==> src/rtl/meteor_spawner_pkg.sv <==
`default_nettype none
// +----------------------------------------------------------------------------+
// | meteor_pkg                                                                 |
// | Shared widths, slot record and FSM state type for the meteor spawner.      |
// | Revision: 1.0 - initial release                                            |
// +----------------------------------------------------------------------------+
package meteor_pkg;

    localparam int METEOR_X_W = 10;
    localparam int METEOR_Y_W = 10;
    localparam int SPEED_W    = 3;
    localparam int SCREEN_W   = 640;

    typedef struct packed {
        logic                  active;
        logic [METEOR_X_W-1:0] x;
        logic [METEOR_Y_W-1:0] y;
        logic [SPEED_W-1:0]    speed;
    } meteor_t;

    typedef enum logic [1:0] {
        IDLE   = 2'd0,
        UPDATE = 2'd1,
        SPAWN  = 2'd2
    } spawn_state_t;

endpackage : meteor_pkg
`default_nettype wire

==> src/rtl/meteor_spawner_if.sv <==
`default_nettype none
// +----------------------------------------------------------------------------+
// | meteor_spawner_if                                                          |
// | Registered slot read port used by the sprite/collision logic.              |
// | Revision: 1.0 - initial release                                            |
// +----------------------------------------------------------------------------+
interface meteor_spawner_if #(
    parameter int NUM_METEORS = 8
);
    import meteor_pkg::*;

    localparam int IDX_W = $clog2(NUM_METEORS);

    logic [IDX_W-1:0]      rd_idx;
    logic                  rd_active;
    logic [METEOR_X_W-1:0] rd_x;
    logic [METEOR_Y_W-1:0] rd_y;

    modport master (output rd_idx, input  rd_active, rd_x, rd_y);
    modport slave  (input  rd_idx, output rd_active, rd_x, rd_y);

endinterface : meteor_spawner_if
`default_nettype wire

==> src/rtl/meteor_spawner_free_slot.sv <==
`default_nettype none
// +----------------------------------------------------------------------------+
// | meteor_free_slot_find                                                      |
// | Priority encoder returning the lowest-index inactive slot.                 |
// | Revision: 1.0 - initial release                                            |
// +----------------------------------------------------------------------------+
module meteor_free_slot_find #(
    parameter int NUM_METEORS = 8,
    parameter int IDX_W       = $clog2(NUM_METEORS)
) (
    input  logic [NUM_METEORS-1:0] active_i,
    output logic                   found_o,
    output logic [IDX_W-1:0]       index_o
);

    // Scanning downward lets the lowest free index win.
    always_comb begin
        found_o = 1'b0;
        index_o = '0;
        for (int k = NUM_METEORS - 1; k >= 0; k--) begin
            if (!active_i[k]) begin
                found_o = 1'b1;
                index_o = IDX_W'(k);
            end
        end
    end

endmodule : meteor_free_slot_find
`default_nettype wire

==> src/rtl/meteor_spawner.sv <==
`default_nettype none
// +----------------------------------------------------------------------------+
// | meteor_spawner                                                             |
// | Per-frame meteor table: advance, retire and periodically spawn meteors.    |
// | Optional feature macro: METEOR_DIFFICULTY_EN (spawn period shrinks).       |
// | Revision: 1.0 - initial release                                            |
// +----------------------------------------------------------------------------+
module meteor_spawner #(
    parameter int NUM_METEORS  = 8,
    parameter int SCREEN_H     = 480,
    parameter int SPAWN_PERIOD = 30,
    parameter int DROP_W       = 8
) (
    input  logic                             Clk,
    input  logic                             Reset_n,
    input  logic                             frame_clk,
    input  logic                             run,
    input  logic                             clear,
    input  logic [31:0]                      random_num,
    meteor_spawner_if.slave                  rd,
    output logic                             busy,
    output logic [$clog2(NUM_METEORS+1)-1:0] active_count,
    output logic [DROP_W-1:0]                drop_count
);
    import meteor_pkg::*;

    localparam int IW = $clog2(NUM_METEORS);
    localparam int CW = $clog2(NUM_METEORS + 1);
    localparam int TW = $clog2(SPAWN_PERIOD + 1);

    localparam logic [1:0] S_IDLE   = IDLE;
    localparam logic [1:0] S_UPDATE = UPDATE;
    localparam logic [1:0] S_SPAWN  = SPAWN;

    if ((NUM_METEORS & (NUM_METEORS - 1)) != 0 || NUM_METEORS < 2 || NUM_METEORS > 16 ||
        SPAWN_PERIOD < 2 || SCREEN_H >= (1 << METEOR_Y_W) || SCREEN_W <= 574) begin : g_bad_cfg
        $error("meteor_spawner: unsupported parameter set");
    end

    meteor_t           slot_q [NUM_METEORS];
    meteor_t           slot_d [NUM_METEORS];
    logic [1:0]        state_q, state_d;
    logic [IW-1:0]     idx_q, idx_d;
    logic [17:0]       rnd_q, rnd_d;
    logic              pend_q, pend_d;
    logic [TW-1:0]     timer_q, timer_d;
    logic [CW-1:0]     cnt_q, cnt_d;
    logic [DROP_W-1:0] drop_q, drop_d;
    logic              fclk_q;

    logic                   w_tick;
    logic [NUM_METEORS-1:0] w_active;
    logic                   w_found;
    logic [IW-1:0]          w_free_idx;
    logic [METEOR_Y_W:0]    w_y_next;
    logic [METEOR_X_W-1:0]  w_spawn_x;
    logic [SPEED_W-1:0]     w_spawn_spd;
    logic [TW-1:0]          w_period;
    logic                   w_unused_rnd;

`ifdef METEOR_DIFFICULTY_EN
    logic [TW-1:0] period_q, period_d;
    logic [3:0]    nspawn_q, nspawn_d;
    assign w_period = period_q;
`else
    assign w_period = TW'(SPAWN_PERIOD);
`endif

    assign w_tick       = frame_clk & ~fclk_q;
    assign w_y_next     = {1'b0, slot_q[idx_q].y} + (METEOR_Y_W + 1)'(slot_q[idx_q].speed);
    assign w_spawn_x    = {1'b0, rnd_q[8:0]} + {4'd0, rnd_q[15:10]};
    assign w_spawn_spd  = {1'b0, rnd_q[17:16]} + 3'd1;
    assign w_unused_rnd = ^{random_num[31:18], rnd_q[9]};

    for (genvar k = 0; k < NUM_METEORS; k++) begin : g_active_bits
        assign w_active[k] = slot_q[k].active;
    end

    meteor_free_slot_find #(
        .NUM_METEORS (NUM_METEORS),
        .IDX_W       (IW)
    ) u_free_slot (
        .active_i (w_active),
        .found_o  (w_found),
        .index_o  (w_free_idx)
    );

    always_comb begin
        slot_d  = slot_q;
        state_d = state_q;
        idx_d   = idx_q;
        rnd_d   = rnd_q;
        pend_d  = pend_q;
        timer_d = timer_q;
        cnt_d   = cnt_q;
        drop_d  = drop_q;
`ifdef METEOR_DIFFICULTY_EN
        period_d = period_q;
        nspawn_d = nspawn_q;
`endif
        if (clear) begin
            for (int k = 0; k < NUM_METEORS; k++) begin
                slot_d[k] = '0;
            end
            state_d = S_IDLE;
            idx_d   = '0;
            pend_d  = 1'b0;
            timer_d = '0;
            cnt_d   = '0;
`ifdef METEOR_DIFFICULTY_EN
            period_d = TW'(SPAWN_PERIOD);
            nspawn_d = '0;
`endif
        end else begin
            case (state_q)
                S_IDLE: begin
                    if ((w_tick || pend_q) && run) begin
                        rnd_d   = random_num[17:0];
                        pend_d  = 1'b0;
                        idx_d   = '0;
                        state_d = S_UPDATE;
                    end
                end
                S_UPDATE: begin
                    if (w_tick && run) begin
                        pend_d = 1'b1;
                    end
                    if (slot_q[idx_q].active) begin
                        if (w_y_next >= (METEOR_Y_W + 1)'(SCREEN_H)) begin
                            slot_d[idx_q].active = 1'b0;
                            cnt_d                = cnt_q - CW'(1);
                        end else begin
                            slot_d[idx_q].y = w_y_next[METEOR_Y_W-1:0];
                        end
                    end
                    if (idx_q == IW'(NUM_METEORS - 1)) begin
                        state_d = S_SPAWN;
                    end else begin
                        idx_d = idx_q + IW'(1);
                    end
                end
                S_SPAWN: begin
                    if (w_tick && run) begin
                        pend_d = 1'b1;
                    end
                    if (timer_q == w_period - TW'(1)) begin
                        timer_d = '0;
                        if (w_found) begin
                            slot_d[w_free_idx] = '{active: 1'b1, x: w_spawn_x,
                                                   y: '0, speed: w_spawn_spd};
                            cnt_d = cnt_q + CW'(1);
`ifdef METEOR_DIFFICULTY_EN
                            nspawn_d = nspawn_q + 4'd1;
                            if (nspawn_q == 4'hF && int'(period_q) > 8) begin
                                period_d = period_q - TW'(1);
                            end
`endif
                        end else if (drop_q != '1) begin
                            drop_d = drop_q + DROP_W'(1);
                        end
                    end else begin
                        timer_d = timer_q + TW'(1);
                    end
                    state_d = S_IDLE;
                end
                default: state_d = S_IDLE;
            endcase
        end
    end

    always_ff @(posedge Clk) begin
        if (!Reset_n) begin
            slot_q  <= '{default: '0};
            state_q <= S_IDLE;
            idx_q   <= '0;
            rnd_q   <= '0;
            pend_q  <= 1'b0;
            timer_q <= '0;
            cnt_q   <= '0;
            drop_q  <= '0;
            fclk_q  <= 1'b0;
`ifdef METEOR_DIFFICULTY_EN
            period_q <= TW'(SPAWN_PERIOD);
            nspawn_q <= '0;
`endif
        end else begin
            slot_q  <= slot_d;
            state_q <= state_d;
            idx_q   <= idx_d;
            rnd_q   <= rnd_d;
            pend_q  <= pend_d;
            timer_q <= timer_d;
            cnt_q   <= cnt_d;
            drop_q  <= drop_d;
            fclk_q  <= frame_clk;
`ifdef METEOR_DIFFICULTY_EN
            period_q <= period_d;
            nspawn_q <= nspawn_d;
`endif
        end
    end

    // Read port samples the pre-edge table, so same-cycle writes show old data.
    always_ff @(posedge Clk) begin
        if (!Reset_n) begin
            rd.rd_active <= 1'b0;
            rd.rd_x      <= '0;
            rd.rd_y      <= '0;
        end else begin
            rd.rd_active <= slot_q[rd.rd_idx].active;
            rd.rd_x      <= slot_q[rd.rd_idx].x;
            rd.rd_y      <= slot_q[rd.rd_idx].y;
        end
    end

    assign busy         = (state_q != S_IDLE);
    assign active_count = cnt_q;
    assign drop_count   = drop_q;

endmodule : meteor_spawner
`default_nettype wire

==> src/flat_wrapper.sv <==
// flat-port wrapper written by rule: the top's interface ports become plain ports
module meteor_spawner_flat import meteor_pkg::*;
#(
    parameter int NUM_METEORS  = 8,
    parameter int SCREEN_H     = 480,
    parameter int SPAWN_PERIOD = 30,
    parameter int DROP_W       = 8
)
  (Clk, Reset_n, frame_clk, run, clear, random_num, busy, active_count, drop_count, rd_rd_idx, rd_rd_active, rd_rd_x, rd_rd_y);
  meteor_spawner_if #(.NUM_METEORS(NUM_METEORS)) rd_i ();
  input  logic Clk;
  input  logic Reset_n;
  input  logic frame_clk;
  input  logic run;
  input  logic clear;
  input  logic [31:0] random_num;
  output logic busy;
  output logic [$clog2(NUM_METEORS+1)-1:0] active_count;
  output logic [DROP_W-1:0] drop_count;
  input wire logic [$bits(rd_i.rd_idx)-1:0] rd_rd_idx;
  output wire logic [$bits(rd_i.rd_active)-1:0] rd_rd_active;
  output wire logic [$bits(rd_i.rd_x)-1:0] rd_rd_x;
  output wire logic [$bits(rd_i.rd_y)-1:0] rd_rd_y;
  assign rd_i.rd_idx = rd_rd_idx;
  assign rd_rd_active = rd_i.rd_active;
  assign rd_rd_x = rd_i.rd_x;
  assign rd_rd_y = rd_i.rd_y;
  meteor_spawner #(.NUM_METEORS(NUM_METEORS), .SCREEN_H(SCREEN_H), .SPAWN_PERIOD(SPAWN_PERIOD), .DROP_W(DROP_W)) u_core (.Clk(Clk), .Reset_n(Reset_n), .frame_clk(frame_clk), .run(run), .clear(clear), .random_num(random_num), .rd(rd_i), .busy(busy), .active_count(active_count), .drop_count(drop_count));
endmodule
==> config.mk <==
export PLATFORM = sky130hd
export DESIGN_NAME = meteor_spawner_flat
export DESIGN_NICKNAME = d
export VERILOG_FILES = /design/src/rtl/meteor_spawner_pkg.sv /design/src/rtl/meteor_spawner_if.sv /design/src/rtl/meteor_spawner_free_slot.sv /design/src/rtl/meteor_spawner.sv /design/src/flat_wrapper.sv
export SDC_FILE = /design/constraint.sdc
export NUM_CORES = 1
export LEC_CHECK = 0
export CORE_ASPECT_RATIO = 0.5
export CORE_MARGIN = 2
export CORE_UTILIZATION = 60
export CTS_CLUSTER_SIZE = 24
export DETAILED_ROUTE_END_ITERATION = 8
export PLACE_DENSITY = 0.91
export SYNTH_ARGS = -nofsm -noshare
export SYNTH_HDL_FRONTEND = slang
export SYNTH_SLANG_ARGS = --single-unit
==> constraint.sdc <==
create_clock -name Clk -period 6.5 [get_ports Clk]
set_input_delay 0.975 -clock Clk [delete_from_list [all_inputs] [get_ports Clk]]
set_output_delay 0.975 -clock Clk [all_outputs]
set_load 0.02 [all_outputs]
== After elaboration in Yosys (flattened, before gate mapping) ==
Cells that the tools add are included.

* Word-level logic and storage cells: 148
* Output and inout port bits: 34
* Input bits: 40
* Bits in registers: 255

* Reduce and logical (&&, ||, !) cells: 19
* Mux-type cells: 51
* Eq/ne operators: 13
* $lt $le $gt $ge: 6
* Bitwise operators: 8
* $add $sub $neg: 8

{| class="wikitable"
|+ Operator list
! kind !! count
|-
| $mux W192 || 4
|-
| $bwmux W192 || 3
|-
| $pmux W192 S2 || 1
|-
| $demux W24 S3 || 3
|-
| $bmux W24 S3 || 2
|-
| $mux W24 || 6
|-
| $mux W3 || 10
|-
| $mux W4 || 4
|-
| $mux W13 || 1
|-
| $ge A4 B4 Y1 const B || 3
|-
| $ne A2 B1 Y1 const B || 6
|-
| $not A3 Y4 || 3
|-
| $add A10 B3 Y11 || 1
|-
| $ge A11 B9 Y1 const B || 1
|-
| $add A9 B6 Y10 || 1
|-
| $mux W1 || 10
|-
| $reduce_and A5 Y1 || 2
|-
| $reduce_and A3 Y1 || 3
|-
| $add A8 B1 Y8 const B || 1
|-
| $lt A4 B1 Y1 const B || 2
|-
| $ne A8 B8 Y1 const B || 1
|-
| $pmux W4 S2 || 1
|-
| $reduce_bool A2 Y1 || 4
|-
| $pmux W3 S2 || 1
|-
| other kinds (22) || 31
|}

== Logic depth before layout (Yosys ltp) ==
* Depth in word-level cells: 17
* Mapped depth: 21
* Gate-level depth less buffers: 15

== Cells and area by module ==
Synthesis repeated with hierarchy kept, for this count alone.

* Cells, all modules: 1300
* Area total of the unflattened synthesis: 11886.4 um^2

{| class="wikitable"
|+ Modules (own cells, without submodules)
! module !! times used !! area each (um^2) !! sequential area each (um^2) !! cells each
|-
| meteor_spawner || 1 || 11807.6 || 5084.9 || 1284
|-
| meteor_free_slot_find || 1 || 78.8 || 0.0 || 16
|}

== Worst setup path after synthesis ==
OpenSTA, ideal clock, no wires.

* Kind: reg-to-reg
* From: register u_core.idx_q[2]
* To: register u_core.slot_q[125] in the netlist's numbering
* Setup slack: 2.077 ns
* Period minus slack after synthesis: 4.423 ns
* Data required time: 6.383 ns
* Library setup time: 0.117 ns
* Path buffers: 7
* Cell stages (with the launch flop): 22
* Data arrival time: 4.305 ns
* Cell sequence: dfxtp_1 -> clkbuf_2 -> buf_2 -> buf_2 -> buf_2 -> clkbuf_1 -> clkbuf_1 -> mux4_2 -> nand2_1 -> nand2_1 -> ha_1 -> inv_1 -> fa_1 -> inv_1 -> a21oi_1 -> nand2b_1 -> o22ai_1 -> a31o_1 -> o21ai_4 -> buf_12 -> o32ai_4 -> a32o_1

* Cells in the longest elaborated chain, start to end: 9
* Elaborated cells between the ends (all ways): 19
* Classes of those cells: add/sub (1); order compare (3); eq/ne (1); mux (11); bitwise (1); reduce/logical (2)

{| class="wikitable"
|+ Ends and longest elaborated chain
! what !! line !! text
|-
| start, declared || meteor_spawner.sv:43 || <nowiki>logic [IW-1:0] idx_q, idx_d;</nowiki>
|-
| start signal, assigned || meteor_spawner.sv:189 || <nowiki>idx_q <= idx_d;</nowiki>
|-
| $not A3 Y4 (implied by the code) (*) || n/a ||
|-
| $bmux W24 S3, or another cell as far along || meteor_spawner.sv:70, meteor_spawner.sv:128 ||
|-
| $mux W24 (implied by the code) or $logic_and A1 B1 Y1 (tied branches) || meteor_spawner.sv:70, meteor_spawner.sv:133 ||
|-
| $mux W24 (implied by the code) or $mux W13 (tied branches) || meteor_spawner.sv:70, meteor_spawner.sv:133 ||
|-
| $add A10 B3 Y11 or $demux W24 S3 (tied branches) || meteor_spawner.sv:70, meteor_spawner.sv:133 ||
|-
| $ge A11 B9 Y1 or $bwmux W192 (tied branches) || meteor_spawner.sv:129, meteor_spawner.sv:133 ||
|-
| $mux W192 || meteor_spawner.sv:129 || <nowiki>if (w_y_next >= (METEOR_Y_W + 1)'(SCREEN_H)) begin</nowiki>
|-
| $mux W192 || meteor_spawner.sv:128 || <nowiki>if (slot_q[idx_q].active) begin</nowiki>
|-
| $pmux W192 S2 || meteor_spawner.sv:115 || <nowiki>case (state_q)</nowiki>
|-
| end signal, assigned || meteor_spawner.sv:187 || <nowiki>slot_q <= slot_d;</nowiki>
|-
| end, declared || meteor_spawner.sv:40 || <nowiki>meteor_t slot_q [NUM_METEORS];</nowiki>
|}

Every way passes the cells marked *; elsewhere a longest branch is shown, timed or not. The select of a mux whose other input is x is not followed.
A chain may end at the register's enable or synchronous reset.

== Worst setup path after layout ==
* From: register u_core.idx_q[0]
* To: register u_core.slot_q[102] in the netlist's numbering

The elaborated chain is that of the path after synthesis.

==> impl_metrics.yaml <==
layout:
  final_common_cell: "dfxtp_1"
  final_core_util: 0.6920
  drive_gt1_frac: 0.1192
  diodes: 0
  areaGrowthSynthToFinish_pct: 12.22
  final_cell_mix: "252 x dfxtp_1, 126 x nand2_1, 121 x nor2_1"
  fin_nets: 1265
synthesis:
  syn_area_um2: 12110
  syn_avg_cell_area_um2: 10.27
  yosysSeqAreaShare: 0.4199
  ys_seq_elements: 254
  synth_edf_count: 0
  ys_warn_count: 0
  syn_inst: 1179
  synthDistinctLibCells: 71
  syn_nets: 1244
  ys_async_sr_fraction: 0
  ys.flop_type: "dfxtp_1"
sta:
  fmax_ghz: 0.2015
  tightest_slew_ns: 1.223
  slew_viol_final: 0
  relSlewSlack: 0.1846
  period_share: 0.7633
  setup_violations: 0
  whs_ns: 0.4580
  hold_violations: 0
  setup_tns_ns: 0
  period_needed_ns: 4.962
  rsz0062_at_grt: "no"
  fin_skew_ns: 0.01031
pwr:
  ir_worst_vdd_mv: 0.1813
  switching_share: 0.2169
  pwr-share-clk: 0.460
  p_comb_frac: 0.045
  leakage_uw: 0.004581
  p_sw_uw: 686.8
  cellPowerDensity_nw_per_um2: 233.0
  p_seq_frac: 0.494
  power.internal_uw: 2480
place:
  place.gp.congestion: 0.8873
  io_buffers: 58
  hpwl_mm: 19.38
floorplanning:
  core-area_um2: 19640
  initial_core_util: 0.6167
  die_w_um: 204.9
  dieArea_um2: 21410
  row_count: 36
  boundaryPins: 74
  die_h_um: 104.5
cts:
  cts_resized: 0
  htree_levels: 1
  cts-root-buf: "clkbuf_16"
  cts_sinks: 254
  clockBufferDepth: 3
  clock_latency_ns: 0.51
  cts_tree: "done"
  cts_made_buffers: 23
  postCtsSetupBuffers: 0
  hold_buffers: 0
  clk_pin_slew_ns: 0.07
critical_path:
  path_class: "flop to flop"
  arrival_ns: 5.41
  worstPathMaxFanout: 23
  critPathCaptureType: "flop"
  cp.required_ns: 6.95
  r2r_setup_slack_ns: 1.54
  start_kind: "flop"
detailed_routing:
  drc: 0
  viasPerCell: 6.491
  vias: 9619
  dr.pass1.iters: 6
  drtIter0Drc: 1046
  routed_wirelength_mm: 31.18
  postRouteAntennaNets: 0
  wl_per_cell_um: 21.04
job:
  drv_cap: 0
grt:
  antenna_found_initial: 0
  grt_pass1_wl_mm: 50.27
  track_usage: 0.2932
  grt_pass1_vias: 9989
  grt_max_degree: 111
  gr-total-overflow: 0
outcome:
  outcome: "complete, no violations"
hold_path:
  hold_path.class: "flop to flop"
## power by group through the flow
stage	clock network [µW]	logic, µW	registers, µW
after floorplan	0	94.4	1600
after global placement	0	136	1600
after detailed placement	0	140	1600
after CTS	1460	141	1560
after global routing	1530	151	1560
final	1460	144	1570
## critical path, cell delays in order (launching register included)
cell and delay (ns):
dfxtp_2 0.70, buf_4 0.45, nor2b_1 0.16, nand2_1 0.09
o21ai_0 0.08, a211oi_1 0.42, fa_1 0.34, inv_1 0.06
a21oi_1 0.47, nand2b_1 0.22, o22ai_1 0.08, a31o_1 0.28
o21ai_4 0.65, and3_1 0.64, a22o_1 0.23
## metal layers
layer | global-route usage | part of all wire | vias to the layer above
met5 | 0 | 0 | -
met4 | 0.1506 | 0.043 | 0
met3 | 0.06485 | 0.089 | 123
met2 | 0.4870 | 0.47 | 541
met1 | 0.3594 | 0.39 | 4647
li1 | - | - | 4308
## per-stage QoR
stage / total power (µW) / setup WS [ns] / cells / instance area (µm²)
5_1_grt: 3242 / 1.307 / 1482 / 13590
4_1_cts: 3169 / 1.661 / 1482 / 13590
3_3_place_gp: 1736 / 1.868 / 1441 / 12780
2_1_floorplan: 1694 / 2.077 / 1179 / 12110
3_5_place_dp: 1740 / 1.741 / 1441 / 12780
6_report: 3166 / 1.538 / 1482 / 13590
## path summary, 6_finish.rpt
kind | startpoint | to | cells past startpoint
worst max-delay path | u_core.idx_q[0] | u_core.slot_q[102] | 14
worst min-delay path | u_core.slot_q[17] | u_core.slot_q[17] | 2
worst min register to register | u_core.slot_q[17] | u_core.slot_q[17] | 2
worst max register to register | u_core.idx_q[0] | u_core.slot_q[102] | 14
## synthesized netlist by cell type, types with 3 or more instances
cell type,number,share of area
nor2_1,121,0.038
buf_2,17,0.0070
mux4_2,57,0.11
a21o_1,7,0.0043
nor2b_1,25,0.013
o21ai_0,19,0.0079
o2bb2ai_1,45,0.033
ha_1,22,0.023
a21boi_0,21,0.013
nor2_4,4,0.0037
inv_1,25,0.0077
a31oi_1,5,0.0026
nand3b_1,3,0.0019
xnor2_1,16,0.012
mux2i_1,94,0.078
o211ai_1,5,0.0031
fa_1,3,0.0050
and3_1,9,0.0046
a22oi_1,3,0.0019
dfxtp_1,254,0.42
xor2_1,10,0.0072
a22o_1,30,0.022
nor3b_1,3,0.0019
a21oi_1,53,0.022
o32ai_4,7,0.016
and2_1,18,0.0093
nand3_1,21,0.0087
buf_1,8,0.0025
nand2b_1,9,0.0046
nand2_1,126,0.039
nand3_2,4,0.0033
a211oi_1,19,0.012
buf_4,6,0.0037
o21a_1,5,0.0031
clkbuf_1,42,0.013
o311ai_0,3,0.0022
nor3_1,13,0.0054
## cell families (layout without fill, tap and decap cells)
| group | Yosys count | after routing | share of synthesized area |
|---|---|---|---|
| buf+inv | 103 | 140 | 0.03761 |
| xor+xnor | 26 | 26 | 0.01880 |
| compound gates | 244 | 244 | 0.1611 |
| flops | 254 | 254 | 0.4199 |
| fa+ha+maj | 25 | 25 | 0.02769 |
| mux | 156 | 156 | 0.1927 |
| simple gates | 371 | 371 | 0.1423 |
## area by class of cell
cell class	instances	area [µm²]
clock buffer	30	651.9
fill	1331	6048
clock inverter	11	158.9
multi-input combinational	822	6583
inverter	27	101.3
tap	266	332.8
timing repair buffer	72	675.6
sequential	254	5087
## state kept, by name, summed over array words and instances, names as in the netlist, 3 cells and up
name	flops
u_core.rnd_q	17
u_core.idx_q	3
u_core.rd.rd_x	10
u_core.rd.rd_y	10
u_core.active_count	4
u_core.drop_count	8
u_core.slot_q	192
u_core.timer_q	5
No activity file was read; power rests on OpenSTA's default activity.
